--- config.mk ---
export PLATFORM = sky130hd
export DESIGN_NAME = data_mem_resp_flat
export DESIGN_NICKNAME = d
export VERILOG_FILES = /design/src/rtl/data_mem_resp_if.sv /design/src/rtl/data_mem_resp.sv /design/src/flat_wrapper.sv
export SDC_FILE = /design/constraint.sdc
export NUM_CORES = 2
export LEC_CHECK = 0
export CAP_MARGIN = 20
export CELL_PAD_IN_SITES_DETAIL_PLACEMENT = 0
export CELL_PAD_IN_SITES_GLOBAL_PLACEMENT = 1
export CORE_MARGIN = 2
export CORE_UTILIZATION = 39
export DETAILED_ROUTE_END_ITERATION = 7
export GPL_ROUTABILITY_DRIVEN = 0
export PLACE_DENSITY_LB_ADDON = 0.1
export SYNTH_ARGS = -nofsm -noshare
export SYNTH_HDL_FRONTEND = slang
export SYNTH_SLANG_ARGS = --single-unit
--- constraint.sdc ---
create_clock -name clk -period 5 [get_ports clk]
set_clock_uncertainty 0.1 [all_clocks]
set_input_delay 1 -clock clk [delete_from_list [all_inputs] [get_ports clk]]
set_output_delay 1 -clock clk [all_outputs]
set_load 0.05 [all_outputs]
--- src/rtl/data_mem_resp_if.sv ---
// Purpose: request/response bus between an initiator and the data_mem_resp
//          word memory.
// Signals:
//   req    - initiator requests an access this cycle
//   we     - 1 = write, 0 = read (qualified by req)
//   addr   - byte address of the access
//   wdata  - write data
//   ready  - memory accepts a request this cycle
//   rvalid - one-cycle completion pulse
//   rdata  - read data, valid with rvalid
//   err    - access failed (misaligned or out of range), valid with rvalid
interface data_mem_resp_if #(
  parameter int BUS_WIDTH = 32
);
  logic                 req;
  logic                 we;
  logic [BUS_WIDTH-1:0] addr;
  logic [BUS_WIDTH-1:0] wdata;
  logic                 ready;
  logic                 rvalid;
  logic [BUS_WIDTH-1:0] rdata;
  logic                 err;

  modport master (
    output req, we, addr, wdata,
    input  ready, rvalid, rdata, err
  );

  modport slave (
    input  req, we, addr, wdata,
    output ready, rvalid, rdata, err
  );
endinterface

--- src/rtl/data_mem_resp.sv ---
// Purpose: single-port word memory with a fixed access latency. One access
//          is in flight at a time; the request is captured when accepted in
//          IDLE, waits WAIT_CYCLES-1 cycles in BUSY, and completes with a
//          one-cycle rvalid pulse in RESP.
// Ports:
//   clk - clock, all state changes on the rising edge
//   rst - synchronous active-high reset (clears state and every memory word)
//   bus - data_mem_resp_if slave modport (req/we/addr/wdata in,
//         ready/rvalid/rdata/err out)
module data_mem_resp #(
  parameter int BUS_WIDTH   = 32,
  parameter int MEM_DEPTH   = 64,
  parameter int WAIT_CYCLES = 2
) (
  input  logic             clk,
  input  logic             rst,
  data_mem_resp_if.slave   bus
);

  localparam int           IDX_W    = BUS_WIDTH - 2;
  localparam int           AW       = $clog2(MEM_DEPTH);
  localparam logic [3:0]   CNT_LOAD = 4'(WAIT_CYCLES - 1);

  typedef enum logic [1:0] {
    IDLE = 2'd0,
    BUSY = 2'd1,
    RESP = 2'd2
  } state_t;

  state_t                 state_r;
  state_t                 state_nxt_s;
  logic [3:0]             cnt_r;
  logic                   we_r;
  logic [BUS_WIDTH-1:0]   addr_r;
  logic [BUS_WIDTH-1:0]   wdata_r;
  logic [BUS_WIDTH-1:0]   mem_r [MEM_DEPTH];

  logic                   rvalid_r;
  logic                   err_r;
  logic [BUS_WIDTH-1:0]   rdata_r;

  logic                   accept_s;
  logic                   enter_resp_s;
  logic                   acc_we_s;
  logic [BUS_WIDTH-1:0]   acc_addr_s;
  logic [BUS_WIDTH-1:0]   acc_wdata_s;
  logic [IDX_W-1:0]       idx_s;
  logic [AW-1:0]          word_s;
  logic                   legal_s;

  assign accept_s     = (state_r == IDLE) && bus.req;
  assign enter_resp_s = (state_nxt_s == RESP);

  // Access attributes: with WAIT_CYCLES=1 RESP is entered on the accepting
  // edge itself, before the capture registers hold the request, so in IDLE
  // the live bus values are used instead.
  always_comb begin
    acc_we_s    = we_r;
    acc_addr_s  = addr_r;
    acc_wdata_s = wdata_r;
    if (state_r == IDLE) begin
      acc_we_s    = bus.we;
      acc_addr_s  = bus.addr;
      acc_wdata_s = bus.wdata;
    end else begin
      acc_we_s    = we_r;
      acc_addr_s  = addr_r;
      acc_wdata_s = wdata_r;
    end
  end

  // Address decode: word index, alignment and range check.
  always_comb begin
    idx_s   = acc_addr_s[BUS_WIDTH-1:2];
    word_s  = idx_s[AW-1:0];
    legal_s = (acc_addr_s[1:0] == 2'b00) && (idx_s < IDX_W'(MEM_DEPTH));
  end

  // Next-state logic.
  always_comb begin
    state_nxt_s = state_r;
    case (state_r)
      IDLE: begin
        if (bus.req) begin
          state_nxt_s = (CNT_LOAD != 4'd0) ? BUSY : RESP;
        end else begin
          state_nxt_s = IDLE;
        end
      end
      BUSY: begin
        // <= also covers a zero count so BUSY can never lock up
        if (cnt_r <= 4'd1) begin
          state_nxt_s = RESP;
        end else begin
          state_nxt_s = BUSY;
        end
      end
      RESP:    state_nxt_s = IDLE;
      default: state_nxt_s = IDLE;
    endcase
  end

  // Output logic: ready is forced low during reset so a req coincident
  // with rst is never seen as accepted.
  always_comb begin
    bus.ready  = (state_r == IDLE) && !rst;
    bus.rvalid = rvalid_r;
    bus.err    = err_r;
    bus.rdata  = rdata_r;
  end

  // State register, wait counter and request capture.
  always_ff @(posedge clk) begin
    if (rst) begin
      state_r <= IDLE;
      cnt_r   <= 4'd0;
      we_r    <= 1'b0;
      addr_r  <= '0;
      wdata_r <= '0;
    end else begin
      state_r <= state_nxt_s;
      if (accept_s) begin
        cnt_r   <= CNT_LOAD;
        we_r    <= bus.we;
        addr_r  <= bus.addr;
        wdata_r <= bus.wdata;
      end else if (state_r == BUSY) begin
        cnt_r <= cnt_r - 4'd1;
      end
    end
  end

  // Memory array: cleared by reset, written on the edge entering RESP.
  always_ff @(posedge clk) begin
    if (rst) begin
      for (int i = 0; i < MEM_DEPTH; i++) begin
        mem_r[i] <= '0;
      end
    end else if (enter_resp_s && acc_we_s && legal_s) begin
      mem_r[word_s] <= acc_wdata_s;
    end
  end

  // Response registers: non-zero only during the RESP cycle.
  always_ff @(posedge clk) begin
    if (rst) begin
      rvalid_r <= 1'b0;
      err_r    <= 1'b0;
      rdata_r  <= '0;
    end else if (enter_resp_s) begin
      rvalid_r <= 1'b1;
      err_r    <= !legal_s;
      rdata_r  <= (legal_s && !acc_we_s) ? mem_r[word_s] : '0;
    end else begin
      rvalid_r <= 1'b0;
      err_r    <= 1'b0;
      rdata_r  <= '0;
    end
  end

endmodule
--- src/flat_wrapper.sv ---
// flat-port wrapper written by rule: the top's interface ports become plain ports
module data_mem_resp_flat 
#(
  parameter int BUS_WIDTH   = 32,
  parameter int MEM_DEPTH   = 64,
  parameter int WAIT_CYCLES = 2
)
  (clk, rst, bus_req, bus_we, bus_addr, bus_wdata, bus_ready, bus_rvalid, bus_rdata, bus_err);
  data_mem_resp_if #(.BUS_WIDTH(BUS_WIDTH)) bus_i ();
  input  logic clk;
  input  logic rst;
  input wire logic [$bits(bus_i.req)-1:0] bus_req;
  input wire logic [$bits(bus_i.we)-1:0] bus_we;
  input wire logic [$bits(bus_i.addr)-1:0] bus_addr;
  input wire logic [$bits(bus_i.wdata)-1:0] bus_wdata;
  output wire logic [$bits(bus_i.ready)-1:0] bus_ready;
  output wire logic [$bits(bus_i.rvalid)-1:0] bus_rvalid;
  output wire logic [$bits(bus_i.rdata)-1:0] bus_rdata;
  output wire logic [$bits(bus_i.err)-1:0] bus_err;
  assign bus_i.req = bus_req;
  assign bus_i.we = bus_we;
  assign bus_i.addr = bus_addr;
  assign bus_i.wdata = bus_wdata;
  assign bus_ready = bus_i.ready;
  assign bus_rvalid = bus_i.rvalid;
  assign bus_rdata = bus_i.rdata;
  assign bus_err = bus_i.err;
  data_mem_resp #(.BUS_WIDTH(BUS_WIDTH), .MEM_DEPTH(MEM_DEPTH), .WAIT_CYCLES(WAIT_CYCLES)) u_core (.clk(clk), .rst(rst), .bus(bus_i));
endmodule
Word-level counts from Yosys, hierarchy flattened
Memory sizes are Yosys's and may differ from the RTL's. A register that Yosys moved wholly into a read port is not among the register bits.
Cells that the tools add are included.

storage, ports and cells
  flip-flop bits (word level) = 73
  RAM bits = 2048
  input port bits = 68
  output and inout bits = 35
  word-level logic and storage cells = 49
  memories kept = 1

memory list
  memory        words  width  read ports  clocked after Yosys merged registers in  write ports  RTL line             source
  u_core.mem_r  64     32     1           1                                        64           data_mem_resp.sv:36  logic [BUS_WIDTH-1:0] mem_r [MEM_DEPTH];

operators by class
  $add $sub $neg = 1
  order comparisons = 2
  equal/unequal tests = 2
  muxes and demuxes = 17
  bitwise logic cells = 2
  reduce and logical (&&, ||, !) cells = 16

operators by type and width
  operator                                                                        number
  32-bit 2-to-1 mux                                                               3
  32-bit OR reduction                                                             1
  30-bit by 7-bit less-than comparator with 1-bit output (second input constant)  1
  1-bit 2-to-1 mux                                                                11
  1-bit logical AND                                                               6
  6-bit 2-to-1 mux                                                                1
  4-bit by 1-bit <= comparator with 1-bit output (second input constant)          1
  2-bit logical NOT                                                               2
  2-bit case mux with 2 select lines                                              1
  2-bit OR reduction                                                              2
  4-bit by 1-bit subtractor with 4-bit output (second input constant)             1
  1-bit logical NOT                                                               3
  3-bit OR reduction                                                              1
  2-bit by 1-bit equality test with 1-bit output (second input constant)          1
  2-bit equality test (second input constant)                                     1
  2-bit 2-to-1 mux                                                                1
  1-bit inverter                                                                  2
  2-bit nonzero test                                                              1

Longest topological paths before layout
  depth in word-level cells = 11
  mapped depth = 12
  depth with buffers taken out = 9

Least setup slack after synthesis
OpenSTA, ideal clock, no wires.

  path type = input to register
  from = in rst
  to = mem u_core.mem_r[23][0] (enable)
  library setup time = 0.394 ns
  arrival time = 3.606 ns
  required time = 4.506 ns
  slack = 0.900 ns
  cell stages on the path = 8
  path buffers = 2
  path through = clkbuf_1 -> or4b_1 -> a2111oi_2 -> nand2b_1 -> clkbuf_1 -> nor3_4 -> nand2_1 -> nand2b_1

RTL lines
  what                RTL line             source
  start: declaration  flat_wrapper.sv:11   input logic rst;
  end: declaration    data_mem_resp.sv:36

Worst setup path in the final report
  from = reg u_core.state_r[0]
  to = reg u_core.rdata_r[27], in the netlist u_core.bus.rdata[27] (read register of u_core.mem_r)

between the ends
  cells in the longest elaborated chain, start to end = 7
  elaborated cells between the ends (all ways) = 14
  those cells by class = order compare (1); eq/ne (2); mux (3); bitwise (2); reduce/logical (6)

ends and longest elaborated chain
  what                                                                                         RTL line                                  source
  start: declaration                                                                           data_mem_resp.sv:30                       state_t state_r;
  start signal: assignment                                                                     data_mem_resp.sv:121                      state_r <= state_nxt_s;
  2-bit logical NOT                                                                            data_mem_resp.sv:61, data_mem_resp.sv:82
  32-bit 2-to-1 mux                                                                            data_mem_resp.sv:61                       if (state_r == IDLE) begin
  30-bit by 7-bit less-than comparator with 1-bit output or 2-bit logical NOT (tied branches)  data_mem_resp.sv:76                       legal_s = (acc_addr_s[1:0] == 2'b00) && (idx_s < IDX_W'(MEM_DEPTH));
  1-bit logical AND                                                                            data_mem_resp.sv:76
  1-bit logical AND                                                                            data_mem_resp.sv:153                      rdata_r <= (legal_s && !acc_we_s) ? mem_r[word_s] : '0;
  1-bit inverter (no line)                                                                     n/a
  3-bit OR reduction (no line)                                                                 n/a
  end: declaration                                                                             data_mem_resp.sv:40                       logic [BUS_WIDTH-1:0] rdata_r;

Several ways; a longest one is shown, not always the timed one.
A chain may end at the register's enable or synchronous reset.

==> impl_metrics.tcl <==
set metrics [dict create \
    placed_cell_area_sq_um 98800 \
    outcome "completed" \
    post-synth-top-count-cell "nor2_1" \
    synth_edf_count 2048 \
    clkTransAtPathRegs_ns 0.06 \
    grt_max_degree 136 \
    ir_drop_v 0.000313 \
    synthSimpleGateAreaFrac 0.121 \
    drc 0 \
    cts.repair.resized 0 \
    yosysTopAreaCell "edfxtp_1" \
    endpoint_kind "flop" \
    ys_ff_latch 2153 \
    fp.coreArea_sq_um 233000 \
    ioPinCount 103 \
    design_area_sq_um 106000 \
    die_x_um 487 \
    worstSetupStartpointType "flop" \
    synth-xor-area-share 0 \
    layout.nets 7556 \
    grt_pass1_wl_um 473000 \
    numPortBuffers 102 \
    finalHoldViolations 0 \
    clock-sinks 2153 \
    nFillCells 21100 \
    start_util 0.392 \
    seq_area_frac_synth 0.698 \
    synth_top_cell_area_share 0.675 \
    cts_tree "yes" \
    dp_hpwl_um 209000 \
    die-height_um 487 \
    critPathMaxStageDelay_ns 0.94 \
    ctsHoldBuffers 0 \
    fmax_mhz 225 \
    synth_common_cells "nor2_1 (2,100), edfxtp_1 (2,048), clkbuf_1 (568)" \
    grt_pass1_vias 60100 \
    critPathKind "flop to flop" \
    synth_compound_area_frac 0.0863 \
    antenna_found_initial 25 \
    fp.dieArea_sq_um 238000 \
    synth-warning-count 0 \
    rsz0062_at_grt "false" \
    finalSetupViolCount 0 \
    row_count 177 \
    p_total_mw 43.9 \
    synth_area_sq_um 91100 \
    critPathMaxFanout 21 \
    cp_data_arrival_time_ns 5.08 \
    cts_setup_buffers 0 \
    hold_class "flop to flop" \
    slew_viol_final 0 \
    synth_cell_types 61 \
    leakage_nw 36.9 \
    synth.area.top_cells "edfxtp_1 (67%), nor2_1 (8.7%), mux2i_1 (5.8%), clkbuf_1 (2.3%), dfxtp_1 (2.3%)" \
    worst_slew_pin_slew_ns 1.20 \
    finalNonFillerCells 10700 \
    drv_cap 0 \
    syn2layout_area_growth_pct 16.5 \
    drive_gt1_frac 0.129 \
    synthCells 7368 \
    htree_levels 4 \
    grt-ovfl-total 0 \
    ant_nets 0 \
    vias_per_cell 5.79 \
    cp_slowest_cell "o21ai_0" \
    final_core_util 0.457 \
    syn_nets 7438 \
    wl_um 338000 \
    dp_cells 10300 \
    critPathMostFrequentCell "buf_4" \
    synthMuxAreaShare 0.0630 \
    synthArstFlopShare 0 \
    cts-root-buf "clkbuf_16" \
    synth_ff_type "edfxtp_1" \
    firstDrtPassIters 6 \
    ctsLongestPathBuffers 3 \
    pre_cts_ws_ns -0.242 \
    layout_setup_ws_ns 0.546 \
    avgSynthCellArea_sq_um 12.4 \
    max_slew_margin 0.194 \
    yosys.area_share.adder 0.000275 \
    required_ns 5.63 \
    cts_buffers 234 \
    num_vias 62200 \
    min_period_ns 4.45 \
    synth_top_family_by_area "simple AND/OR/NAND/NOR gates" \
    path_cells "nor2_4 > buf_4 > nor2_1 > a21oi_4 > buf_4 > o22ai_1 > o21ai_0 > and3_1 > buf_4 > a41oi_1" \
    finalCritPeriodShare 0.891 \
    power_density_nw_per_um2 413 \
    drt-initial-drc-count 7466 \
    route.detailed.wl_per_inst_um 31.5 \
    grt_usage 0.281 \
    clk_latency_ns 0.90 \
]
-- power breakdown --
group	total (mW)	internal, mW	switching, mW
sequential	20.5	20.3	0.217
combinational	6.41	1.83	4.58
clock	17.0	9.56	7.42
total	43.9	31.7	12.2
-- flip-flops by register name, indices dropped and copies added, names as in the netlist --
signal             flops
u_core.bus.rvalid      1
u_core.wdata_r        32
u_core.we_r            1
u_core.cnt_r           4
u_core.bus.err         1
u_core.addr_r         32
u_core.mem_r        2048
u_core.state_r         2
u_core.bus.rdata      32
-- worst paths after layout --
| path | start | end | slack [ns] | cells past startpoint |
|---|---|---|---|---|
| setup / recovery | u_core.state_r[0]$_SDFF_PP0_ | u_core.bus.rdata[27]$_SDFF_PP0_ | 0.55 | 10 |
| hold reg to reg | u_core.we_r$_SDFFE_PP0P_ | u_core.we_r$_SDFFE_PP0P_ | 0.36 | 2 |
| hold / removal | u_core.we_r$_SDFFE_PP0P_ | u_core.we_r$_SDFFE_PP0P_ | 0.36 | 2 |
| setup reg to reg | u_core.state_r[0]$_SDFF_PP0_ | u_core.bus.rdata[27]$_SDFF_PP0_ | 0.55 | 10 |
-- through the flow --
stage          hold slack [ns]  setup TNS [ns]
2_1_floorplan            0.336               0
3_3_place_gp             0.344           -1.94
3_5_place_dp             0.348           -1.04
4_1_cts                  0.357               0
5_1_grt                  0.375               0
6_report                 0.355               0
-- area by class of cell --
cell class                 count  area [sq um]  area share
antenna                        5          12.5    0.000118
clock buffer                 330          6480      0.0610
clock inverter               113           920     0.00866
inverter                       9          33.8    0.000318
multi-input combinational   4506         25400       0.240
sequential                  2153         63600       0.599
tap                         3043          3810      0.0359
timing repair buffer         582          5880      0.0554
-- cells by family after synthesis --
kind of cell	after synthesis
AOI/OAI and AO/OA	1166
muxes	569
buffers and inverters	709
adders and majority gates	2
DFF	2153
and+or+nand+nor	2769
-- metal layers --
layer  GRT usage  wire [um]  vias up
met4      0.0821       9790       22
met3      0.0525      28800      384
met2       0.441     156000     2789
li1            -          -    27000
met1       0.397     143000    32000
met5           0        148        -
-- critical path: cells and delay by family (launching register included) --
| family | cells | cell delay, ns |
|---|---|---|
| AO/OA/AOI/OAI | 4 | 1.76 |
| AND/OR/NAND/NOR | 3 | 0.97 |
| buffers and inverters | 3 | 0.89 |
| flip-flops | 1 | 0.52 |
-- cell usage in the layout, fill, tap and decap left out, drive strengths merged, types with 165 or more instances in the layout --
| master | n |
|---|---|
| mux2i | 530 |
| a22oi | 253 |
| nand2 | 389 |
| o21ai | 250 |
| clkbuf | 331 |
| buf | 480 |
| o22ai | 194 |
| edfxtp | 2048 |
| a21oi | 165 |
| nor2 | 2107 |
Power figures use the tool's default switching activity.
